--- src/rtl/fetch_pkg.sv ---
// fetch_pkg: shared constants and state encoding for the instruction fetch stage
package fetch_pkg;
  localparam logic [31:0] NOP_INSTR = 32'h0000_0000;
  localparam logic [31:0] RESET_PC_DEFAULT = 32'h0000_0000;
  typedef enum logic [1:0] {FETCH, HOLD, KILL} state_e;
endpackage

--- src/rtl/instr_fetch_unit_if.sv ---
// instr_fetch_unit_if: instruction-memory request/ack bus plus the IF/ID-facing outputs and hazard controls
interface instr_fetch_unit_if;
  logic        stall;
  logic        redirect;
  logic [31:0] redirectTarget;
  logic        imemReq;
  logic [31:0] imemAddr;
  logic        imemAck;
  logic [31:0] imemData;
  logic [31:0] instrOut;
  logic        validOut;
  logic [31:0] pcPlus4Out;
  modport master (
    input  stall, redirect, redirectTarget, imemAck, imemData,
    output imemReq, imemAddr, instrOut, validOut, pcPlus4Out
  );
  modport slave (
    output stall, redirect, redirectTarget, imemAck, imemData,
    input  imemReq, imemAddr, instrOut, validOut, pcPlus4Out
  );
endinterface

--- src/rtl/instr_fetch_unit_pc_register.sv ---
// pc_register: 32-bit program counter with load enable and async reset to a fixed address
module pc_register #(
  parameter logic [31:0] RESET_VAL = 32'h0000_0000
) (
  input  logic        clk,
  input  logic        reset,
  input  logic        ld,
  input  logic [31:0] pc_d,
  output logic [31:0] pc_q
);
  always_ff @(posedge clk or posedge reset)
    if (reset) pc_q <= RESET_VAL;
    else if (ld) pc_q <= pc_d;
endmodule

--- src/rtl/instr_fetch_unit.sv ---
// instr_fetch_unit: owns the PC, fetches words over a variable-latency req/ack bus, and feeds IF/ID
// with stall buffering and redirect squashing.
module instr_fetch_unit
  import fetch_pkg::*;
#(
  parameter logic [31:0] RESET_PC = RESET_PC_DEFAULT
) (
  input  logic               clk,
  input  logic               reset,
  instr_fetch_unit_if.master bus
);
  state_e      state_q, state_d;
  logic [31:0] pc_q, pc_d;
  logic        pc_ld;
  logic [31:0] hold_reg_q, hold_reg_d, hold_pc_q, hold_pc_d, kill_addr_q, kill_addr_d;
  logic [31:0] instr_q, instr_d, pc_plus4_q, pc_plus4_d;
  logic        valid_q, valid_d;
  pc_register #(.RESET_VAL(RESET_PC)) u_pc (
    .clk  (clk),
    .reset(reset),
    .ld   (pc_ld),
    .pc_d (pc_d),
    .pc_q (pc_q)
  );
  assign bus.imemReq    = state_q != HOLD;
  assign bus.imemAddr   = state_q == KILL ? kill_addr_q : pc_q;
  assign bus.instrOut   = instr_q;
  assign bus.validOut   = valid_q;
  assign bus.pcPlus4Out = pc_plus4_q;
  always_comb begin
    state_d     = state_q;
    pc_ld       = 1'b0;
    pc_d        = pc_q + 32'd4;
    hold_reg_d  = hold_reg_q;
    hold_pc_d   = hold_pc_q;
    kill_addr_d = kill_addr_q;
    instr_d     = instr_q;
    valid_d     = valid_q;
    pc_plus4_d  = pc_plus4_q;
    if (bus.redirect) begin
      // A FETCH request with no ack yet must still be drained, so it becomes a stale KILL request.
      pc_ld       = 1'b1;
      pc_d        = bus.redirectTarget & ~32'h3;
      instr_d     = NOP_INSTR;
      valid_d     = 1'b0;
      pc_plus4_d  = 32'd0;
      state_d     = (state_q == HOLD || bus.imemAck) ? FETCH : KILL;
      kill_addr_d = (state_q == FETCH && !bus.imemAck) ? pc_q : kill_addr_q;
    end else begin
      case (state_q)
        FETCH: begin
          pc_ld = bus.imemAck;
          if (bus.imemAck && bus.stall) begin
            hold_reg_d = bus.imemData;
            hold_pc_d  = pc_q;
            state_d    = HOLD;
          end else if (!bus.stall) begin
            instr_d    = bus.imemAck ? bus.imemData : NOP_INSTR;
            valid_d    = bus.imemAck;
            pc_plus4_d = bus.imemAck ? pc_q + 32'd4 : 32'd0;
          end
        end
        HOLD: if (!bus.stall) begin
          instr_d    = hold_reg_q;
          valid_d    = 1'b1;
          pc_plus4_d = hold_pc_q + 32'd4;
          state_d    = FETCH;
        end
        default: begin
          state_d = bus.imemAck ? FETCH : KILL;
          if (!bus.stall) begin
            instr_d    = NOP_INSTR;
            valid_d    = 1'b0;
            pc_plus4_d = 32'd0;
          end
        end
      endcase
    end
  end
  always_ff @(posedge clk or posedge reset)
    if (reset) begin
      state_q     <= FETCH;
      hold_reg_q  <= 32'd0;
      hold_pc_q   <= 32'd0;
      kill_addr_q <= 32'd0;
      instr_q     <= NOP_INSTR;
      valid_q     <= 1'b0;
      pc_plus4_q  <= 32'd0;
    end else begin
      state_q     <= state_d;
      hold_reg_q  <= hold_reg_d;
      hold_pc_q   <= hold_pc_d;
      kill_addr_q <= kill_addr_d;
      instr_q     <= instr_d;
      valid_q     <= valid_d;
      pc_plus4_q  <= pc_plus4_d;
    end
endmodule

--- src/flat_wrapper.sv ---
// flat-port wrapper written by rule: the top's interface ports become plain ports
module instr_fetch_unit_flat import fetch_pkg::*;
#(
  parameter logic [31:0] RESET_PC = RESET_PC_DEFAULT
)
  (clk, reset, bus_stall, bus_redirect, bus_redirectTarget, bus_imemAck, bus_imemData, bus_imemReq, bus_imemAddr, bus_instrOut, bus_validOut, bus_pcPlus4Out);
  instr_fetch_unit_if bus_i ();
  input  logic clk;
  input  logic reset;
  input wire logic [$bits(bus_i.stall)-1:0] bus_stall;
  input wire logic [$bits(bus_i.redirect)-1:0] bus_redirect;
  input wire logic [$bits(bus_i.redirectTarget)-1:0] bus_redirectTarget;
  input wire logic [$bits(bus_i.imemAck)-1:0] bus_imemAck;
  input wire logic [$bits(bus_i.imemData)-1:0] bus_imemData;
  output wire logic [$bits(bus_i.imemReq)-1:0] bus_imemReq;
  output wire logic [$bits(bus_i.imemAddr)-1:0] bus_imemAddr;
  output wire logic [$bits(bus_i.instrOut)-1:0] bus_instrOut;
  output wire logic [$bits(bus_i.validOut)-1:0] bus_validOut;
  output wire logic [$bits(bus_i.pcPlus4Out)-1:0] bus_pcPlus4Out;
  assign bus_i.stall = bus_stall;
  assign bus_i.redirect = bus_redirect;
  assign bus_i.redirectTarget = bus_redirectTarget;
  assign bus_i.imemAck = bus_imemAck;
  assign bus_i.imemData = bus_imemData;
  assign bus_imemReq = bus_i.imemReq;
  assign bus_imemAddr = bus_i.imemAddr;
  assign bus_instrOut = bus_i.instrOut;
  assign bus_validOut = bus_i.validOut;
  assign bus_pcPlus4Out = bus_i.pcPlus4Out;
  instr_fetch_unit #(.RESET_PC(RESET_PC)) u_core (.clk(clk), .reset(reset), .bus(bus_i));
endmodule
--- config.mk ---
export PLATFORM = sky130hd
export DESIGN_NAME = instr_fetch_unit_flat
export DESIGN_NICKNAME = d
export VERILOG_FILES = /design/src/rtl/fetch_pkg.sv /design/src/rtl/instr_fetch_unit_if.sv /design/src/rtl/instr_fetch_unit_pc_register.sv /design/src/rtl/instr_fetch_unit.sv /design/src/flat_wrapper.sv
export SDC_FILE = /design/constraint.sdc
export NUM_CORES = 1
export LEC_CHECK = 0
export ABC_AREA = 1
export CAP_MARGIN = 20
export CORE_ASPECT_RATIO = 2
export CORE_MARGIN = 2
export CORE_UTILIZATION = 57
export DETAILED_ROUTE_END_ITERATION = 10
export PLACE_DENSITY_LB_ADDON = 0.08
export SETUP_SLACK_MARGIN = 0.4
export SLEW_MARGIN = 20
export SYNTH_ARGS = -nofsm -noshare
export SYNTH_HDL_FRONTEND = slang
export SYNTH_SLANG_ARGS = --single-unit
--- constraint.sdc ---
create_clock -name clk -period 9.55 [get_ports clk]
set_input_delay 1.91 -clock clk [delete_from_list [all_inputs] [get_ports clk]]
set_output_delay 1.91 -clock clk [all_outputs]
set_load 0.03 [all_outputs]
==> load_flow_metrics.sql, run 1 <==
INSERT INTO impl_metrics (metric_group, metric, value, unit) VALUES
('critical_path', 'timing.critical_path.arrival', '2580', 'ps'),
('critical_path', 'worstReg2RegEnd', 'u_core.bus.pcPlus4Out[6]', ''),
('route', 'avgViaCountPerCell', '5.66', ''),
('grt', 'grtUsageTotal', '35.1', '%'),
('timing', 'finalHoldViolCount', '0', ''),
('power_and_ir_drop', 'post-layout-total-power', '2.24', 'mW'),
('layout', 'layout.cells.most_common', 'sky130_fd_sc_hd__nand2_1', ''),
('placement', 'place_congestion', '0.943', ''),
('cts', 'numCtsBuffers', '17', ''),
('floorplanning', 'dieHeight', '188', 'microns'),
('floorplanning', 'placeableCoreArea', '16700', 'sq um'),
('logic_synthesis', 'ys_async_sr_fraction', '100', '%'),
('timing', 'finalClockSkew', '7.45', 'ps'),
('floorplanning', 'placementRows', '67', ''),
('cts', 'clock_tree_from_tritoncts', 'done', ''),
('cts', 'postCtsSetupRepairBufs', '0', ''),
('worst_hold_path', 'min_path_cells', '2', ''),
('critical_path', 'crit-reg2reg-launch', 'u_core.state_q[1]', ''),
('cts', 'cts_max_path_buffers', '2', ''),
('floorplanning', 'fp.dieArea', '18000', 'sq um'),
('timing', 'max_freq', '223', 'MHz'),
('worst_hold_path', 'hold_end', 'u_core.bus.pcPlus4Out[25]', ''),
('layout', 'drive_gt1_share', '3.94', '%'),
('logic_synthesis', 'post_synth_main_area_contributors', 'sky130_fd_sc_hd__dfrtp_1 49%, sky130_fd_sc_hd__nand2_1 16%, sky130_fd_sc_hd__o21ai_0 8.0%, sky130_fd_sc_hd__nor2_1 5.1%, sky130_fd_sc_hd__inv_1 4.1%', ''),
('layout', 'finish.net_count', '1480', ''),
('logic_synthesis', 'yosysWarnings', '0', ''),
('route', 'route.vias.total', '9229', ''),
('logic_synthesis', 'synth-edff-count', '0', ''),
('floorplanning', 'start_util', '57.6', '%'),
('cts', 'cts-resized-gates', '0', ''),
('timing', 'report.final.setup_viol', '0', ''),
('critical_path', 'worst-endpoint-required', '7640', 'ps'),
('critical_path', 'critical_path_class', 'reg -> out', ''),
('route', 'wire_per_inst', '18.5', 'microns'),
('timing', 'grt_setup_unrepaired', 'false', ''),
('placement', 'buffer_ports.inserted', '162', ''),
('timing', 'finalWorstSetupSlack', '5060', 'ps'),
('critical_path', 'rrSetupSlack', '7040', 'ps'),
('grt', 'via_count_of_the_first_global_routing_pass', '9082', ''),
('placement', 'area_post_placement', '11300', 'sq um'),
('power_and_ir_drop', 'peakVddDrop', '158', 'uV'),
('cts', 'cts-hold-fix-buffers', '0', ''),
('grt', 'grt_first_pass_wirelength', '47500', 'microns'),
('route', 'drt_pass1_iterations', '5', ''),
('critical_path', 'critical_path.startpoint_type', 'register', ''),
('logic_synthesis', 'yosys.cell_types.count', '31', ''),
('timing', 'period_minus_slack', '4490', 'ps'),
('timing', 'worst-slew-pin-transition', '1090', 'ps'),
('timing', 'maxSlewViolCount', '0', ''),
('logic_synthesis', 'yosys_top_cell_by_area', 'sky130_fd_sc_hd__dfrtp_1', ''),
('logic_synthesis', 'synth_top_flop_cell', 'sky130_fd_sc_hd__dfrtp_1', ''),
('layout', 'area_growth', '23.7', '%'),
('cts', 'cts-htree-levels', '4', ''),
('run', 'number_of_maximum_capacitance_violations', '0', ''),
('logic_synthesis', 'synthesis.area_per_instance', '7.49', 'sq um'),
('logic_synthesis', 'yosysSeqAreaShare', '48.9', '%'),
('critical_path', 'r2r.worst_path.cells', '8', ''),
('route', 'drt-initial-drc-count', '615', ''),
('layout', 'final_cell_mix', '420 x sky130_fd_sc_hd__nand2_1, 188 x sky130_fd_sc_hd__dfrtp_1, 161 x sky130_fd_sc_hd__clkdlybuf4s50_1, 154 x sky130_fd_sc_hd__o21ai_0, 129 x sky130_fd_sc_hd__nor2_1', ''),
('worst_hold_path', 'holdCritPathClass', 'reg -> reg', ''),
('route', 'drcViolationCount', '0', ''),
('critical_path', 'worst-path-max-fanout', '60', ''),
('grt', 'grt_antenna_before_repair', '1', ''),
('outcome', 'status', 'finished, final reports clean', ''),
('power_and_ir_drop', 'power.density_cell_area', '188', 'nW/um^2'),
('timing', 'setup_tns', '0', 'ps'),
('worst_hold_path', 'min_from', 'u_core.bus.pcPlus4Out[25]', ''),
('route', 'wirelength', '30200', 'microns'),
('timing', 'timing.final.crit_share', '47.0', '%'),
('grt', 'grt_max_degree', '126', ''),
('grt', 'grt.overflow.total', '0', '');
## routing by layer
layer  routed length (microns)  global-route usage (%)  vias to the layer above
li1                          -                       -                     4412
met1                     10600                    37.6                     4366
met2                     15500                    57.9                      324
met3                      1400                    6.43                      127
met4                      2820                    29.0                        0
met5                         0                       0                        -
## sequential cells by signal, indices dropped and copies added, names as in the netlist
name	cells
u_core.bus.instrOut	32
u_core.hold_reg_q	32
u_core.bus.pcPlus4Out	31
u_core.hold_pc_q	30
u_core.kill_addr_q	30
u_core.u_pc.pc_q	30
u_core.state_q	2
u_core.bus.validOut	1
## cell type report
class                           instances  area [sq um]
Multi-Input combinational cell        926          4260
Sequential cell                       188          4700
Clock inverter                          9           111
Antenna cell                            1          2.50
Inverter                              107           407
Clock buffer                           23           478
Tap cell                              207           259
Fill cell                            1325          4790
Timing Repair Buffer                  169          1670
## power breakdown
group          total (mW)  leakage (nW)  switching [mW]  internal, mW
Sequential           1.02          2.42           0.112         0.912
Combinational       0.493          2.78           0.314         0.179
Clock               0.722         0.284           0.314         0.408
## synthesized netlist by cell type, types with 6 or more instances
library cell and instances:
sky130_fd_sc_hd__o21ai_0 154, sky130_fd_sc_hd__nor2_1 130, sky130_fd_sc_hd__o221ai_1 9, sky130_fd_sc_hd__nand4_1 7
sky130_fd_sc_hd__o211ai_1 7, sky130_fd_sc_hd__buf_4 7, sky130_fd_sc_hd__nand3_1 69, sky130_fd_sc_hd__buf_2 18
sky130_fd_sc_hd__inv_1 105, sky130_fd_sc_hd__clkbuf_1 30, sky130_fd_sc_hd__buf_1 8, sky130_fd_sc_hd__a21oi_1 59
sky130_fd_sc_hd__o21bai_1 6, sky130_fd_sc_hd__nand2_1 421, sky130_fd_sc_hd__a22o_1 37, sky130_fd_sc_hd__dfrtp_1 188
## kinds of logic after synthesis
kind of cell    count (synthesis)  share of synthesized area [%]
xor+xnor                        2                          0.182
compound gates                275                           16.5
flops                         188                           48.9
fa+ha+maj                       2                          0.260
other cells                     1                         0.0390
buf+inv                       170                           7.14
simple gates                  645                           26.9
## worst max path at each step
stage	startpoint	endpoint	slack [ps]	cells past startpoint
floorplan	reset	u_core.bus.instrOut[0]	2530	1
global placement	bus_imemAck	u_core.bus.pcPlus4Out[6]	5200	10
detailed placement	bus_imemAck	u_core.bus.pcPlus4Out[6]	5150	10
CTS	u_core.state_q[0]	bus_imemAddr[3]	4700	5
global route	u_core.state_q[0]	bus_imemAddr[2]	4970	5
finish	u_core.state_q[0]	bus_imemAddr[3]	5060	5
## stage by stage
step                utilization (%)  hold WS [ps]  cells
global placement               67.7           462   1597
global route                   71.3           508   1629
finish                         71.3           477   1630
CTS                            71.2           483   1629
detailed placement             67.7           464   1597
floorplan                         -           453   1284
## critical path, cell delays in order, from the launching register on
cell,delay [ps]
sky130_fd_sc_hd__dfrtp_1,450
sky130_fd_sc_hd__inv_1,120
sky130_fd_sc_hd__nand2_4,480
sky130_fd_sc_hd__nor2_1,100
sky130_fd_sc_hd__a21oi_1,250
sky130_fd_sc_hd__clkdlybuf4s50_1,730
Note: power is estimated with default switching activity, not from simulation.
==> inputs of run 2 (changes only) <==
Settings changed: CORE_UTILIZATION 57 to 54.
Clock period 9.55 ns to 4.2 ns, I/O delays scaled along.
==> load_flow_metrics.sql, run 2 (synthesis gave the netlist of run 1 again) <==
INSERT INTO impl_metrics (metric_group, metric, value, unit) VALUES
('cts', 'cts-resized-gates', '0', ''),
('critical_path', 'timing.critical_path.arrival', '2710', 'ps'),
('power_and_ir_drop', 'peakVddDrop', '301', 'uV'),
('cts', 'clock-sinks', '188', ''),
('floorplanning', 'io_pins', '167', ''),
('timing', 'maxSlewViolCount', '0', ''),
('grt', 'grtUsageTotal', '30.6', '%'),
('grt', 'grt_antenna_before_repair', '0', ''),
('route', 'drt_pass1_iterations', '5', ''),
('timing', 'fin_hold_ws', '482', 'ps'),
('layout', 'design_area', '11900', 'sq um'),
('critical_path', 'critical_path_class', 'reg -> out', ''),
('outcome', 'status', 'finished, final reports clean', ''),
('critical_path', 'worst-path-max-fanout', '60', ''),
('route', 'drcViolationCount', '0', ''),
('placement', 'area_post_placement', '11300', 'sq um'),
('placement', 'place_congestion', '0.951', ''),
('critical_path', 'category_of_the_worst_setup_path_capture_point', 'output pin', ''),
('floorplanning', 'fp.dieArea', '19000', 'sq um'),
('floorplanning', 'die_width', '98.4', 'microns'),
('placement', 'detailed_placer_s_ending_hpwl', '20700', 'microns'),
('worst_hold_path', 'holdCritPathClass', 'reg -> reg', ''),
('critical_path', 'critical_path.startpoint_type', 'register', ''),
('grt', 'grt.overflow.total', '0', ''),
('timing', 'finalWorstSetupSlack', '653', 'ps'),
('route', 'route.vias.total', '9214', ''),
('placement', 'buffer_ports.inserted', '162', ''),
('critical_path', 'rrSetupSlack', '1810', 'ps'),
('layout', 'final_cell_mix', '420 x sky130_fd_sc_hd__nand2_1, 188 x sky130_fd_sc_hd__dfrtp_1, 161 x sky130_fd_sc_hd__clkdlybuf4s50_1, 154 x sky130_fd_sc_hd__o21ai_0, 129 x sky130_fd_sc_hd__nor2_1', ''),
('layout', 'instances_no_fill', '1636', ''),
('layout', 'layout.cells.most_common', 'sky130_fd_sc_hd__nand2_1', ''),
('placement', 'dpl_worst_slack', '911', 'ps'),
('timing', 'max_freq', '282', 'MHz'),
('critical_path', 'worst-endpoint-required', '3360', 'ps'),
('timing', 'grt_setup_unrepaired', 'false', ''),
('cts', 'clock_tree_from_tritoncts', 'done', ''),
('timing', 'report.final.setup_viol', '0', ''),
('layout', 'register_area', '4700', 'sq um'),
('timing', 'worst-slew-pin-transition', '1120', 'ps'),
('layout', 'finish.net_count', '1482', ''),
('timing', 'timing.final.crit_share', '84.4', '%'),
('timing', 'period_minus_slack', '3550', 'ps'),
('floorplanning', 'placementRows', '69', ''),
('timing', 'finalHoldViolCount', '0', ''),
('layout', 'n_fill_cell', '1495', ''),
('run', 'number_of_maximum_capacitance_violations', '0', ''),
('cts', 'postCtsSetupRepairBufs', '0', ''),
('grt', 'grt_first_pass_wirelength', '45700', 'microns'),
('placement', 'placed_cells', '1605', ''),
('cts', 'worst_skew_pair_latency', '440', 'ps'),
('route', 'wirelength', '28600', 'microns'),
('layout', 'multi_input_combinational_cell_area', '4250', 'sq um'),
('grt', 'grt_max_degree', '123', ''),
('route', 'avgViaCountPerCell', '5.63', ''),
('cts', 'cts-htree-levels', '4', ''),
('floorplanning', 'start_util', '54.6', '%'),
('cts', 'clock_transition_at_the_register_clock_pins_on_the_worst_setup_and_hold_paths_after_cts', '70', 'ps'),
('timing', 'finalClockSkew', '8.96', 'ps'),
('layout', 'drive_gt1_share', '4.22', '%'),
('cts', 'numCtsBuffers', '17', ''),
('route', 'drtAntennaViolNets', '0', ''),
('floorplanning', 'placeableCoreArea', '17600', 'sq um'),
('route', 'wire_per_inst', '17.5', 'microns'),
('timing', 'max_slew_margin', '25.5', '%'),
('power_and_ir_drop', 'static-leakage-power', '5.50', 'nW'),
('layout', 'area_growth', '23.8', '%'),
('layout', 'layout.core_utilization', '67.6', '%'),
('route', 'drt-initial-drc-count', '686', ''),
('power_and_ir_drop', 'post-layout-total-power', '5.02', 'mW'),
('layout', 'final_antenna_diode_count', '0', ''),
('power_and_ir_drop', 'power.density_cell_area', '422', 'nW/um^2'),
('cts', 'cts_root_buffer', 'sky130_fd_sc_hd__clkbuf_16', ''),
('grt', 'via_count_of_the_first_global_routing_pass', '8832', ''),
('cts', 'cts-hold-fix-buffers', '0', ''),
('cts', 'cts_max_path_buffers', '2', ''),
('timing', 'setup_tns', '0', 'ps'),
('floorplanning', 'dieHeight', '193', 'microns');
==> run 2: routing by layer <==
layer  GRT usage, %  vias up  wire length (microns)
met3           3.55       64                   1800
met4           12.6        0                    972
li1               -     4403                      -
met2           50.5      388                  14100
met5              0        -                      0
met1           40.9     4359                  11800
==> run 2: final cells by class <==
cell class	instances	area share [%]
clock buffers	19	3.80
clock inverters	12	1.09
inverters	107	3.41
multi-input cells	926	35.7
flip-flops and latches	188	39.5
well taps	213	2.24
repair buffers	171	14.3
==> run 2: worst paths after layout <==
path / start / to / cells past startpoint
max reg2reg: u_core.state_q[1] / u_core.bus.pcPlus4Out[6] / 7
max in group asynchronous: reset / u_core.bus.pcPlus4Out[31] / 3
min reg2reg: u_core.bus.pcPlus4Out[20] / u_core.bus.pcPlus4Out[20] / 2
min: u_core.bus.pcPlus4Out[20] / u_core.bus.pcPlus4Out[20] / 2
min in group asynchronous: reset / u_core.hold_reg_q[24] / 2
max: u_core.state_q[0] / bus_imemAddr[23] / 5
==> run 2: power by group <==
part	internal [mW]	switching [mW]	total [mW]	leakage [nW]
Sequential	2.07	0.233	2.30	2.42
Combinational	0.411	0.681	1.09	2.79
Clock	0.866	0.756	1.62	0.287
==> run 2: worst max-delay path: stages (launching register included) <==
cell and delay, ps:
sky130_fd_sc_hd__dfrtp_1 440, sky130_fd_sc_hd__inv_1 90, sky130_fd_sc_hd__nand2_2 720, sky130_fd_sc_hd__nor2_1 100, sky130_fd_sc_hd__a21oi_1 180, sky130_fd_sc_hd__clkdlybuf4s50_1 710
